**src/rtl/mux_scan_pkg.sv**
```systemverilog
// Shared types and constants for the 4-channel MUX scan controller.
package mux_scan_pkg;

  localparam int NUM_CHANNELS = 4;
  localparam int SELECT_WIDTH = 2;

  typedef enum logic [1:0] {
    IDLE,
    SETTLE,
    DONE
  } state_e;

  // Index of the lowest set bit; callers guarantee the mask is non-zero.
  function automatic logic [SELECT_WIDTH-1:0] first_channel(input logic [NUM_CHANNELS-1:0] mask);
    first_channel = '0;
    for (int i = NUM_CHANNELS - 1; i >= 0; i--) begin
      if (mask[i]) first_channel = SELECT_WIDTH'(i);
    end
  endfunction

endpackage

```
**src/rtl/mux_scan_next_channel.sv**
```systemverilog
// Combinational search for the next enabled channel above the current index.
module mux_scan_next_channel
  import mux_scan_pkg::*;
(
  input  logic [NUM_CHANNELS-1:0] mask_i,
  input  logic [SELECT_WIDTH-1:0] index_i,
  output logic [SELECT_WIDTH-1:0] next_o,
  output logic                    found_o
);

  // NOTE: defaults come first so every path assigns both outputs and no latch is inferred.
  always_comb begin
    next_o  = '0;
    found_o = 1'b0;
    for (int i = NUM_CHANNELS - 1; i >= 0; i--) begin
      if (mask_i[i] && (i > int'(index_i))) begin
        next_o  = SELECT_WIDTH'(i);
        found_o = 1'b1;
      end
    end
  end

endmodule

```
**src/rtl/mux_scan_controller.sv**
```systemverilog
// Scans the enabled inputs of a downstream 4:1 MUX, dwelling on each channel
// before sampling, and publishes the completed frame with a one-cycle valid pulse.
module mux_scan_controller
  import mux_scan_pkg::*;
#(
  parameter int DWELL_CYCLES = 4
) (
  input  logic                    Clock_In,
  input  logic                    Reset_In,
  input  logic                    Start_In,
  input  logic                    Continuous_In,
  input  logic [NUM_CHANNELS-1:0] Channel_Mask_In,
  input  logic                    MUX_Data_In,
  output logic [SELECT_WIDTH-1:0] Select_Out,
  output logic                    MUX_Enable_Out,
  output logic [NUM_CHANNELS-1:0] Frame_Out,
  output logic                    Frame_Valid_Out,
  output logic                    Busy_Out
);

  localparam int CNT_W = (DWELL_CYCLES > 1) ? $clog2(DWELL_CYCLES) : 1;
  localparam logic [CNT_W-1:0] CNT_LAST = CNT_W'(DWELL_CYCLES - 1);

  state_e                  state_q;
  logic [SELECT_WIDTH-1:0] sel_q;
  logic [CNT_W-1:0]        cnt_q;
  logic [NUM_CHANNELS-1:0] mask_q;
  logic [NUM_CHANNELS-1:0] shadow_q;
  logic [NUM_CHANNELS-1:0] shadow_d;
  logic [NUM_CHANNELS-1:0] frame_q;
  logic                    valid_q;
  logic                    enable_q;
  logic                    busy_q;
  logic [SELECT_WIDTH-1:0] next_sel;
  logic                    next_found;
  logic                    launch;

  mux_scan_next_channel u_next_channel (
    .mask_i  (mask_q),
    .index_i (sel_q),
    .next_o  (next_sel),
    .found_o (next_found)
  );

  always_comb begin
    shadow_d        = shadow_q;
    shadow_d[sel_q] = MUX_Data_In;
  end

  // A frame begins from IDLE on Start_In, or back-to-back from DONE in continuous mode.
  assign launch = (((state_q == IDLE) && Start_In) || ((state_q == DONE) && Continuous_In))
                  && (Channel_Mask_In != '0);

  // NOTE: sequential state uses non-blocking assignments so all registers update together.
  always_ff @(posedge Clock_In or posedge Reset_In) begin
    if (Reset_In) begin
      state_q  <= IDLE;
      sel_q    <= '0;
      cnt_q    <= '0;
      mask_q   <= '0;
      shadow_q <= '0;
      frame_q  <= '0;
      valid_q  <= 1'b0;
      enable_q <= 1'b0;
      busy_q   <= 1'b0;
    end else begin
      valid_q <= 1'b0;
      if (launch) begin
        mask_q   <= Channel_Mask_In;
        shadow_q <= '0;
        sel_q    <= first_channel(Channel_Mask_In);
        cnt_q    <= '0;
        state_q  <= SETTLE;
        enable_q <= 1'b1;
        busy_q   <= 1'b1;
      end else begin
        case (state_q)
          SETTLE: begin
            if (cnt_q == CNT_LAST) begin
              shadow_q <= shadow_d;
              cnt_q    <= '0;
              if (next_found) begin
                sel_q <= next_sel;
              end else begin
                frame_q  <= shadow_d;
                valid_q  <= 1'b1;
                enable_q <= 1'b0;
                state_q  <= DONE;
              end
            end else begin
              cnt_q <= cnt_q + CNT_W'(1);
            end
          end
          DONE: begin
            state_q <= IDLE;
            busy_q  <= 1'b0;
          end
          default: ;
        endcase
      end
    end
  end

  assign Select_Out      = sel_q;
  assign MUX_Enable_Out  = enable_q;
  assign Frame_Out       = frame_q;
  assign Frame_Valid_Out = valid_q;
  assign Busy_Out        = busy_q;

endmodule

```
**config.mk**
```make
export PLATFORM = sky130hd
export DESIGN_NAME = mux_scan_controller
export DESIGN_NICKNAME = d
export VERILOG_FILES = /design/src/rtl/mux_scan_pkg.sv /design/src/rtl/mux_scan_next_channel.sv /design/src/rtl/mux_scan_controller.sv
export SDC_FILE = /design/constraint.sdc
export NUM_CORES = 1
export LEC_CHECK = 0
export CAP_MARGIN = 20
export CORE_MARGIN = 5
export CORE_UTILIZATION = 55
export CTS_BUF_LIST = sky130_fd_sc_hd__clkbuf_8
export DETAILED_ROUTE_END_ITERATION = 16
export PLACE_DENSITY = 0.82
export SETUP_SLACK_MARGIN = 0.2
export SLEW_MARGIN = 20
export SYNTH_ARGS = -nofsm -noshare
export SYNTH_HDL_FRONTEND = slang
export SYNTH_HIERARCHICAL = 1
export SYNTH_SLANG_ARGS = --single-unit
```
**constraint.sdc**
```tcl
create_clock -name Clock_In -period 1.78 [get_ports Clock_In]
set_clock_uncertainty 0.15 [all_clocks]
set_input_delay 0.178 -clock Clock_In [delete_from_list [all_inputs] [get_ports Clock_In]]
set_output_delay 0.178 -clock Clock_In [all_outputs]
set_load 0.05 [all_outputs]
```
==> metrics.csv, run 1 <==
stage,metric,value,unit
run_status,status,"complete, no violations",
power,Leakage,0.6892,nW
floorplanning,Starting Density,56.77,%
yosys,post-synthesis cell area,0.001102,mm²
detailed_routing,via count,966,
flow_run,max-cap viol count,0,
global_route,met1 usage,24.53,%
yosys,Syn Inst Count,111,
global_route,vias in the first global route,1007,
final_layout,Final nets,155,
clock_tree,Root Driver,clkbuf_8,
power,Clock Power Share,10.5,%
clock_tree,"Hold-fix buffers, CTS",0,
clock_tree,TritonCTS clock tree,built,
floorplanning,Die ar.,0.003000,mm²
timing,fin crit share,96.72,%
timing,Setup TNS Final,0,ns
global_route,pin count of the biggest net entering global routing,21,
placement,port bufs,17,
floorplanning,DIE WIDTH,54.77,µm
yosys,Yosys Warn Count,6,
worst_setup_path,Worst EP arrival,1.73,ns
detailed_routing,1st-iter DRT viols,17,
global_route,initial antenna violation count,0,
final_layout,multi-input logic area,596.8,µm²
floorplanning,# IOs,18,
final_layout,final instance area,0.001503,mm²
final_layout,n_diodes,0,
worst_setup_path,Required @ worst endpoint,1.79,ns
final_layout,Filler cells,152,
power,cell-internal power,1.578,mW
yosys,syn_nets,121,
final_layout,"most common cell after layout, fill and taps aside",buf_4,
worst_setup_path,"Top cell by count, worst path",o21ai_2,
detailed_routing,DRT Pass-1 Iters,4,
timing,final hold violations,0,
global_route,met3 usage,3.815,%
clock_tree,CTS buffer count,3,
global_route,GR Util met2,33.46,%
floorplanning,Die Span Y,54.77,µm
worst_setup_path,crit path cell chain,nor2b_4 -> o21ai_2 -> o21ai_2 -> nand4b_1 -> o31a_1 -> o41ai_2,
yosys,syn_area_per_cell,9.931,µm²
clock_tree,H-tree Lvls,1,
placement,GPL Wtd Cong,0.8932,
worst_setup_path,"setup slack, reg-to-reg",0.06,ns
final_layout,register area,506.7,µm²
placement,placed instance count,159,
timing,final slew viol count,0,
timing,Max Fclk,0.5809,GHz
worst_setup_path,CP Capture Type,flip-flop,
detailed_routing,final WL,2699,µm
worst_setup_path,"slowest stage delay, CP",0.53,ns
final_layout,share of cells above drive strength 1,36.11,%
power,Switching Fraction,44.59,%
power,Net Switching,1.270,mW
clock_tree,clk buf depth,2,
clock_tree,worst skew pair latency,0.26,ns
timing,Final Setup Violations,0,
detailed_routing,# DRC,0,
worst_setup_path,worst-path maximum fanout,6,
worst_setup_path,CP Launch Type,flip-flop,
placement,post-place instance area,0.001345,mm²
power,Worst VDD drop,0.001234,V
power,Power Density,1895,mW/mm²
detailed_routing,via/cell ratio,5.649,
floorplanning,Core ar.,0.001942,mm²
global_route,first-pass GRT wire length,4291,µm
global_route,Congestion Overflow GR,0,
power,Comb power frac,58.8,%
floorplanning,Rows,16,
worst_setup_path,worst path bufs/invs,0,
global_route,Top Usage Layer GRT,met2,
worst_setup_path,Setup CP Type,flip-flop to flip-flop,
timing,Rel. slew slack,73.85,%
final_layout,fin cells,171,
clock_tree,clk slew on worst S/H paths,0.07,ns
power,Tot Pwr,2.847,mW
worst_setup_path,Critical Path Slowest Stage Cell,dfrtp_4,
worst_setup_path,crit-path leading delay family,compound AO/OA/AOI/OAI gates,
global_route,gr usage total,19.82,%
power,Seq pwr share,30.7,%
final_layout,Final Util,77.38,%
detailed_routing,Routed Antenna Nets,0,
timing,unrepaired setup endpoints after global routing,true,
timing,min cycle time layout,1.722,ns
final_layout,most frequent cells in the layout,"buf_4, dfrtp_1, a21oi_1",
placement,HPWL after DPL,1840,µm
final_layout,area grow syn2layout,36.32,%
min_path,Worst Hold Class,input pin to asynchronous set/reset pin,
detailed_routing,Avg WL per Cell,15.78,µm
timing,Least-Margin Pin Slew,0.3873,ns
clock_tree,clk sinks,20,
-- sequential cells by signal, indices dropped and copies added (netlist names) --
name / flops
Busy_Out: 1
Frame_Out: 4
Frame_Valid_Out: 1
MUX_Enable_Out: 1
Select_Out: 2
cnt_q: 2
mask_q: 3
shadow_q: 4
state_q: 2
-- path summary, 6_finish.rpt --
check / from / to / cells after the start
max in group asynchronous: Reset_In / Select_Out[1] / 3
min in group Clock_In: Busy_Out / Busy_Out / 2
worst min register to register: Busy_Out / Busy_Out / 2
worst min-delay path: Reset_In / cnt_q[1] / 3
worst max-delay path: Select_Out[1] / Select_Out[0] / 6
worst max register to register: Select_Out[1] / Select_Out[0] / 6
-- worst min-delay path, stage by stage --
cell             delay (ns)
clkdlybuf4s50_1        0.40
inv_1                  0.05
buf_4                  0.26
-- power by group through the flow --
stage / clock network, mW / logic (mW) / registers (mW)
6_report: 0.298 / 1.67 / 0.875
5_1_grt: 0.325 / 1.81 / 0.903
4_1_cts: 0.299 / 1.48 / 0.856
3_5_place_dp: 0 / 1.41 / 0.851
3_3_place_gp: 0 / 1.37 / 0.835
2_1_floorplan: 0 / 0.784 / 1.09
-- per-stage QoR --
step	worst slack, ns	hold WS, ns
5_1_grt	-0.008360	0.1326
4_1_cts	0.05066	0.1029
3_5_place_dp	-0.02160	0.3536
6_report	0.05841	0.09120
3_3_place_gp	-0.01347	0.3476
2_1_floorplan	0.06961	-0.008219
-- what timing repair did --
item	4_1_cts	5_1_grt
setup endpoints to repair	9	19
pin swaps	1	5
setup buffers	2	6
gates resized for setup	1	11
-- layer usage --
layer | vias to the layer above | wire (µm)
li1 | 469 | -
met1 | 475 | 1169
met2 | 17 | 1431
met3 | 5 | 72
met4 | 0 | 26
met5 | - | 0
-- layout make-up --
| type | instances | area share, % |
|---|---|---|
| Clock inverter | 1 | 0.2498 |
| Timing Repair Buffer | 36 | 19.57 |
| Clock buffer | 3 | 2.748 |
| Sequential cell | 20 | 33.72 |
| Tap cell | 27 | 2.248 |
| Multi-Input combinational cell | 77 | 39.72 |
| Inverter | 7 | 1.749 |
Power figures use the tool's default switching activity.
==> inputs of run 2 (changes only) <==
- SETUP_SLACK_MARGIN: 0.2 -> unset
==> run 2 against run 1 <==
Effect of this change: count of clock-buffer cells in the layout up 1; clock power grew 19%; sequential power decreased by 4.0%; largest cell class unchanged.
==> metrics.csv, run 2 (synthesized netlist as in run 1, its figures left out) <==
stage,metric,value,unit,change
final_layout,Filler cells,138,,-9.2%
floorplanning,Core ar.,0.001942,mm²,unchanged
global_route,initial antenna violation count,0,,unchanged
worst_setup_path,CP Capture Type,flip-flop,,
final_layout,Final nets,146,,-5.8%
floorplanning,# IOs,18,,unchanged
global_route,first-pass GRT wire length,3864,µm,-10%
worst_setup_path,"Top cell by count, worst path",buf_4,,
flow_run,max-cap viol count,0,,unchanged
worst_setup_path,CP Launch Type,flip-flop,,
worst_setup_path,Required @ worst endpoint,1.76,ns,-0.03 ns
power,Power Density,1865,mW/mm²,-1.6%
timing,Final Setup Violations,0,,unchanged
global_route,pin count of the biggest net entering global routing,21,,unchanged
final_layout,share of cells above drive strength 1,26.67,%,-9.4 points
timing,final hold violations,0,,unchanged
timing,final slew viol count,0,,unchanged
power,Switching Fraction,45.02,%,+0.43 points
placement,GPL Wtd Cong,0.8139,,-8.9%
final_layout,most frequent cells in the layout,"buf_4, dfrtp_1, a21oi_1",,
worst_setup_path,"slowest stage delay, CP",0.46,ns,-0.07 ns
power,cell-internal power,1.421,mW,-9.9%
detailed_routing,1st-iter DRT viols,33,,+16
worst_setup_path,Critical Path Slowest Stage Cell,dfrtp_2,,
worst_setup_path,Worst EP arrival,1.72,ns,about the same
detailed_routing,Avg WL per Cell,15.15,µm,-4.0%
placement,port bufs,17,,unchanged
floorplanning,DIE WIDTH,54.77,µm,unchanged
placement,HPWL after DPL,1771,µm,-3.8%
clock_tree,clk buf depth,2,,unchanged
worst_setup_path,Setup CP Type,flip-flop to flip-flop,,
clock_tree,CTS buffer count,3,,unchanged
worst_setup_path,worst path bufs/invs,2,,+2
worst_setup_path,"setup slack, reg-to-reg",0.04,ns,-0.02 ns
timing,Rel. slew slack,72.14,%,-1.7 points
clock_tree,Root Driver,clkbuf_8,,
final_layout,area grow syn2layout,25.77,%,
floorplanning,Starting Density,56.77,%,unchanged
floorplanning,Die ar.,0.003000,mm²,unchanged
floorplanning,Die Span Y,54.77,µm,unchanged
detailed_routing,Routed Antenna Nets,0,,unchanged
global_route,gr usage total,18.24,%,-1.6 points
power,Tot Pwr,2.585,mW,-9.2%
global_route,Congestion Overflow GR,0,,unchanged
clock_tree,clk sinks,20,,unchanged
final_layout,n_diodes,0,,unchanged
timing,min cycle time layout,1.739,ns,+0.01711 ns
power,Leakage,0.6331,nW,-8.1%
detailed_routing,via count,922,,-4.6%
detailed_routing,# DRC,0,,unchanged
detailed_routing,via/cell ratio,5.691,,+0.75%
clock_tree,TritonCTS clock tree,built,,
run_status,status,"complete, no violations",,
timing,Least-Margin Pin Slew,0.4145,ns,+0.02723 ns
worst_setup_path,crit path cell chain,buf_4 -> o21ai_1 -> nand4b_1 -> buf_4 -> o311ai_0 -> o41ai_2,,
power,Worst VDD drop,0.001310,V,+6.2%
worst_setup_path,worst-path maximum fanout,5,,-1
clock_tree,clk slew on worst S/H paths,0.08,ns,about the same
power,Net Switching,1.164,mW,-8.3%
detailed_routing,DRT Pass-1 Iters,4,,unchanged
timing,fin crit share,97.68,%,+0.96 points
timing,Worst Hold Slack,0.08015,ns,-0.01105 ns
clock_tree,H-tree Lvls,1,,unchanged
power,Clock Power Share,13.7,%,+3.2 points
power,Seq pwr share,32.5,%,+1.8 points
timing,Final WS setup,0.04130,ns,-0.01711 ns
clock_tree,worst skew pair latency,0.26,ns,about the same
placement,DP Worst Slack,0.02957,ns,+0.05117 ns
floorplanning,Rows,16,,unchanged
global_route,vias in the first global route,831,,-17%
final_layout,"most common cell after layout, fill and taps aside",buf_4,,
min_path,Worst Hold Class,input pin to asynchronous set/reset pin,,
worst_setup_path,crit-path leading delay family,flip-flops,,
clock_tree,"Hold-fix buffers, CTS",0,,unchanged
power,Comb power frac,53.8,%,-5.0 points
timing,Max Fclk,0.5751,GHz,-0.98%
detailed_routing,final WL,2454,µm,-9.1%
run 2: final timing paths:
check / from / cells past startpoint / end
setup / recovery: Select_Out[1] / 6 / Select_Out[0]
hold / removal: Reset_In / 3 / cnt_q[1]
setup reg to reg: Select_Out[1] / 6 / Select_Out[0]
hold reg to reg: mask_q[1] / 1 / mask_q[1]
max in group asynchronous: Reset_In / 3 / Select_Out[0]
min in group Clock_In: mask_q[1] / 1 / mask_q[1]
run 2: layout make-up:
type / instances / area, µm² / share of cell area [%]
Tap cell: 27 / 33.78 / 2.437
Sequential cell: 20 / 503.0 / 36.28
Timing Repair Buffer: 27 / 222.7 / 16.07
Clock buffer: 4 / 55.05 / 3.971
Inverter: 7 / 26.28 / 1.895
Multi-Input combinational cell: 77 / 545.5 / 39.35
run 2: power groups by stage:
stage | combinational [mW] | sequential [mW] | clock, mW
2_1_floorplan | 0.746 | 1.07 | 0
3_3_place_gp | 1.29 | 0.823 | 0
3_5_place_dp | 1.33 | 0.840 | 0
4_1_cts | 1.34 | 0.830 | 0.361
5_1_grt | 1.51 | 0.870 | 0.386
6_report | 1.39 | 0.840 | 0.354
run 2: per-layer routing:
| layer | global-route usage (%) | up-vias | part of all wire [%] |
|---|---|---|---|
| li1 | - | 453 | - |
| met1 | 24.27 | 442 | 45 |
| met4 | 8.299 | 0 | 1.1 |
| met3 | 3.815 | 4 | 4.5 |
| met5 | 0 | - | 0 |
| met2 | 28.15 | 23 | 49 |
run 2: worst register-to-register path, delay by kind of cell, from the launching register on:
family / cells / cell delay (ns)
buffers and inverters: 2 / 0.35
AND/OR/NAND/NOR: 1 / 0.19
AO/OA/AOI/OAI: 3 / 0.46
flip-flops: 1 / 0.46
run 2: timing repair:
item	4_1_cts	5_1_grt
endpoints found under the setup margin	0	6
resized for setup	0	3
buffers inserted	0	2
run 2: per-stage QoR:
stage	utilization (%)	setup TNS [ns]	cells	instance area (µm²)
after floorplan	-	0	111	1105
after global placement	67.14	0	156	1304
after detailed placement	67.14	0	156	1304
after CTS	69.97	0	160	1359
after global routing	71.39	-0.02147	162	1386
final	71.39	0	162	1386
==> variant 1 (flow settings as in run 2) <==
Set the parameter `DWELL_CYCLES` to 2 (it was 4).
--- a/src/rtl/mux_scan_controller.sv
+++ b/src/rtl/mux_scan_controller.sv
@@ -3,7 +3,7 @@
 module mux_scan_controller
   import mux_scan_pkg::*;
 #(
-  parameter int DWELL_CYCLES = 4
+  parameter int DWELL_CYCLES = 2
 ) (
   input  logic                    Clock_In,
   input  logic                    Reset_In,
Behaviour: not the same (Yosys sat finds a counterexample within 4 cycles, from zero or initial values and one cycle with Reset_In high).
==> variant 1 against run 2 <==
  * Power grew 4.9%
  * Synthesized area shrank 8.6%
  * Die area shrank 7.1%
  * Sequential cell count shrank 1
  * Design area shrank 2.6%
  * Worst setup slack gained 0.063 ns
  * Hold slack lost 0.036 ns
  * Cell count grew 0.62%
  * Wire length grew 0.45%
==> variant 1: results <==
{
  "grt_max_degree": 14,
  "postSynthCellCount": 104,
  "synth_nets": 113,
  "switchingPower_mw": 1.24,
  "diodes": 0,
  "wl_per_cell_um": 15.1,
  "grt_pass1_vias": 851,
  "hold_class": "primary input to async pin",
  "worst-path-max-fanout": 5,
  "drive_above_1_share_pct": 31.2,
  "critPathMaxStageDelay_ns": 0.51,
  "port_buffers": 17,
  "reg2reg_depth": 6,
  "outcome": "finished, final reports clean",
  "gp_congestion": 0.809,
  "post_cts_buffers": 0,
  "clockBufferDepth": 2,
  "htreeDepth": 1,
  "finalSetupViolCount": 0,
  "antenna_found_initial": 0,
  "grt_pass1_wl_mm": 3.86,
  "reg2reg_to": "Select_Out[1]$_DFFE_PP0P_",
  "place_hpwl_mm": 1.84,
  "nFillCells": 130,
  "routed_via_density": 5.55,
  "tightest_slew_ns": 0.387,
  "cp_slowest_cell": "dfrtp_4",
  "drt_iter0_markers": 18,
  "clock_latency_ns": 0.26,
  "critPathLaunch": "Select_Out[1]$_DFFE_PP0P_",
  "ys_warn_count": 6,
  "root_buffer": "clkbuf_8",
  "r2r_slack_ns": 0.10,
  "wl_mm": 2.47,
  "p_leak_nw": 0.608,
  "grt_use_total_pct": 19.9,
  "placedCellCount": 159,
  "worstPathArrival_ns": 1.68,
  "drt_pass1_iterations": 4,
  "nNetsFinal": 148,
  "cts.clk_slew.worst_paths_ns": 0.07,
  "cts_made_buffers": 3,
  "ir_worst_vdd_mv": 1.28
}
## variant 1: timing repair
action | CTS | global route
resized for setup | 2 | 2
hold endpoints to repair | 0 | 0
hold buffers | 0 | 0
setup endpoints to repair | 6 | 5
## variant 1: worst max path at each step
stage	slack, ns	cells past startpoint	end
final	0.10	6	Select_Out[1]$_DFFE_PP0P_
after global routing	0.03	6	shadow_q[0]$_DFFE_PP0P_
after CTS	0.04	6	Frame_Out[0]$_DFFE_PP0P_
after detailed placement	-0.07	6	shadow_q[0]$_DFFE_PP0P_
after global placement	0.02	6	shadow_q[2]$_DFFE_PP0P_
after floorplan	0.002	7	Frame_Out[0]$_DFFE_PP0P_
## variant 1: final cells by class
cell class	instances	area, um^2	share of cell area [%]
clock inverter	1	5.00	0.371
sequential	19	480	35.6
tap	25	31.3	2.32
clock buffer	3	41.3	3.06
inverter	8	30.0	2.22
multi-input combinational	72	479	35.5
timing repair buffer	35	283	20.9
## variant 1: metrics by stage
stage | hold WS, ns | total power [mW] | area (um^2) | setup TNS, ns | worst slack [ns]
after global routing | 0.0738 | 2.87 | 1350 | 0 | 0.0346
after global placement | 0.326 | 2.31 | 1300 | 0 | 0.0184
after floorplan | -0.0209 | 1.86 | 1020 | 0 | 0.00189
after detailed placement | 0.323 | 2.38 | 1300 | -0.273 | -0.0703
final | 0.0438 | 2.71 | 1350 | 0 | 0.105
after CTS | 0.0431 | 2.71 | 1350 | 0 | 0.0429
## variant 1: power groups by stage
| stage | clock (mW) | combinational, mW | sequential, mW |
|---|---|---|---|
| after floorplan | 0 | 0.727 | 1.13 |
| after global placement | 0 | 1.52 | 0.795 |
| after CTS | 0.297 | 1.60 | 0.805 |
| after detailed placement | 0 | 1.57 | 0.808 |
| final | 0.288 | 1.61 | 0.809 |
| after global routing | 0.315 | 1.72 | 0.840 |
## variant 1: worst max-delay path, delay by kind of cell, from the launching register on
| kind | cells | cell delay (ns) |
|---|---|---|
| AO/OA/AOI/OAI | 4 | 0.62 |
| flip-flops | 1 | 0.51 |
| AND/OR/NAND/NOR | 2 | 0.29 |
## variant 1: layer usage
metal,vias to the layer above,wire length (um),track usage (%)
met5,-,0,0
met4,0,66,10.2
met3,9,146,5.41
met2,25,1280,33.5
met1,427,975,22.7
li1,444,-,-
==> variant 2 (settings of run 2) <==
Without the edit above. Re-encode `state_e` (3 states) as one-hot, 3 bits wide.
--- a/src/rtl/mux_scan_pkg.sv
+++ b/src/rtl/mux_scan_pkg.sv
@@ -4,10 +4,10 @@
   localparam int NUM_CHANNELS = 4;
   localparam int SELECT_WIDTH = 2;
 
-  typedef enum logic [1:0] {
-    IDLE,
-    SETTLE,
-    DONE
+  typedef enum logic [2:0] {
+    IDLE   = 3'b001,
+    SETTLE = 3'b010,
+    DONE   = 3'b100
   } state_e;
 
   // Index of the lowest set bit; callers guarantee the mask is non-zero.
Check against the original RTL: no difference found for any inputs over 10 cycles, from zero or initial values and one cycle with Reset_In high; not proved beyond that.
==> variant 2 against run 2 <==
  * Critical endpoint unchanged
  * The run now ends with hold timing left
  * Worst setup slack lost 0.012 ns
  * Via count is 1.1% lower
  * Wire length decreased by 6.2%
  * Sequential cell count rose by 1
  * Synthesized area down 0.23%
  * Design area up 4.4%
  * First-iteration DRC count decreased by 36%
  * Critical path depth is the same
  * Maximum frequency is 0.69% lower
Power is left out: it rests on default switching activity, and per cell area and clock period it moved more than threefold.
==> variant 2: results <==
{
  "hold_ws_ns": -0.00646,
  "cts_made_buffers": 3,
  "reg2reg_from": "Select_Out[1]$_DFFE_PP0P_",
  "grt_pass1_vias": 900,
  "clockBufferDepth": 2,
  "final-hold-violation-count": 7,
  "htreeDepth": 1,
  "wl_per_cell_um": 13.6,
  "clock_latency_ns": 0.27,
  "hold_class": "primary input to async pin",
  "nNetsFinal": 153,
  "drive_above_1_share_pct": 33.1,
  "diodes": 0,
  "drt_iter0_markers": 21,
  "antenna_found_initial": 0,
  "grt_pass1_wl_mm": 3.75,
  "outcome": "complete, but fails checks",
  "violations": "hold timing",
  "drt_pass1_iterations": 4,
  "root_buffer": "clkbuf_8",
  "vias": 912,
  "final-max-slew-violation-count": 0,
  "synth_nets": 117,
  "tightest_slew_ns": 0.427,
  "gp_congestion": 0.814,
  "grt_use_total_pct": 17.7,
  "cts.clk_slew.worst_paths_ns": 0.08,
  "ys_warn_count": 6,
  "grt_max_degree": 14,
  "worst-path-max-fanout": 9,
  "place_hpwl_mm": 1.74,
  "critPathLaunch": "Channel_Mask_In[1]",
  "port_buffers": 17
}
-- variant 2: area by class of cell --
class / instances / area [um^2]
repair buffers: 33 / 268
fillers: 131 / 494
clock buffers: 3 / 41.3
flip-flops and latches: 21 / 529
well taps: 27 / 33.8
multi-input cells: 77 / 544
clock inverters: 1 / 5.00
inverters: 7 / 26.3
-- variant 2: critical path: stages --
cell	delay, ns
clkdlybuf4s50_1	0.44
or4_4	0.55
a21boi_4	0.17
buf_4	0.17
o221ai_2	0.16
o2bb2ai_1	0.09
-- variant 2: metal layers --
layer	up-vias	GRT usage, %	part of all wire [%]
li1	447	-	-
met1	443	20.5	44
met2	19	31.1	50
met3	3	3.54	3.5
met4	0	7.47	1.7
met5	-	0	0
-- variant 2: worst paths after layout --
check | end | slack (ns) | depth (start not counted)
max | Select_Out[0]$_DFFE_PP0P_ | 0.03 | 6
min | cnt_q[0]$_DFFE_PP0N_ | -0.006 | 2
min in group Clock_In | Frame_Out[1]$_DFFE_PP0P_ | 0.33 | 2
max reg2reg | Select_Out[0]$_DFFE_PP0P_ | 0.03 | 5
min reg2reg | Frame_Out[1]$_DFFE_PP0P_ | 0.33 | 2
max in group asynchronous | Select_Out[0]$_DFFE_PP0P_ | 0.99 | 3
-- variant 2: per-stage QoR --
stage          TNS, ns  setup WS [ns]  area, um^2  cells  utilization [%]
6_report             0         0.0292        1450    169             74.5
3_5_place_dp    -0.937         -0.258        1360    161             69.9
2_1_floorplan        0         0.0163        1100    107                -
4_1_cts              0         0.0186        1400    165             72.3
5_1_grt        -0.0111        -0.0111        1450    169             74.5
3_3_place_gp    -0.569         -0.226        1360    161             69.9
-- variant 2: repair_timing --
item	CTS	global route
setup buffers	0	4
setup endpoints to repair	0	1
gates resized for setup	0	6
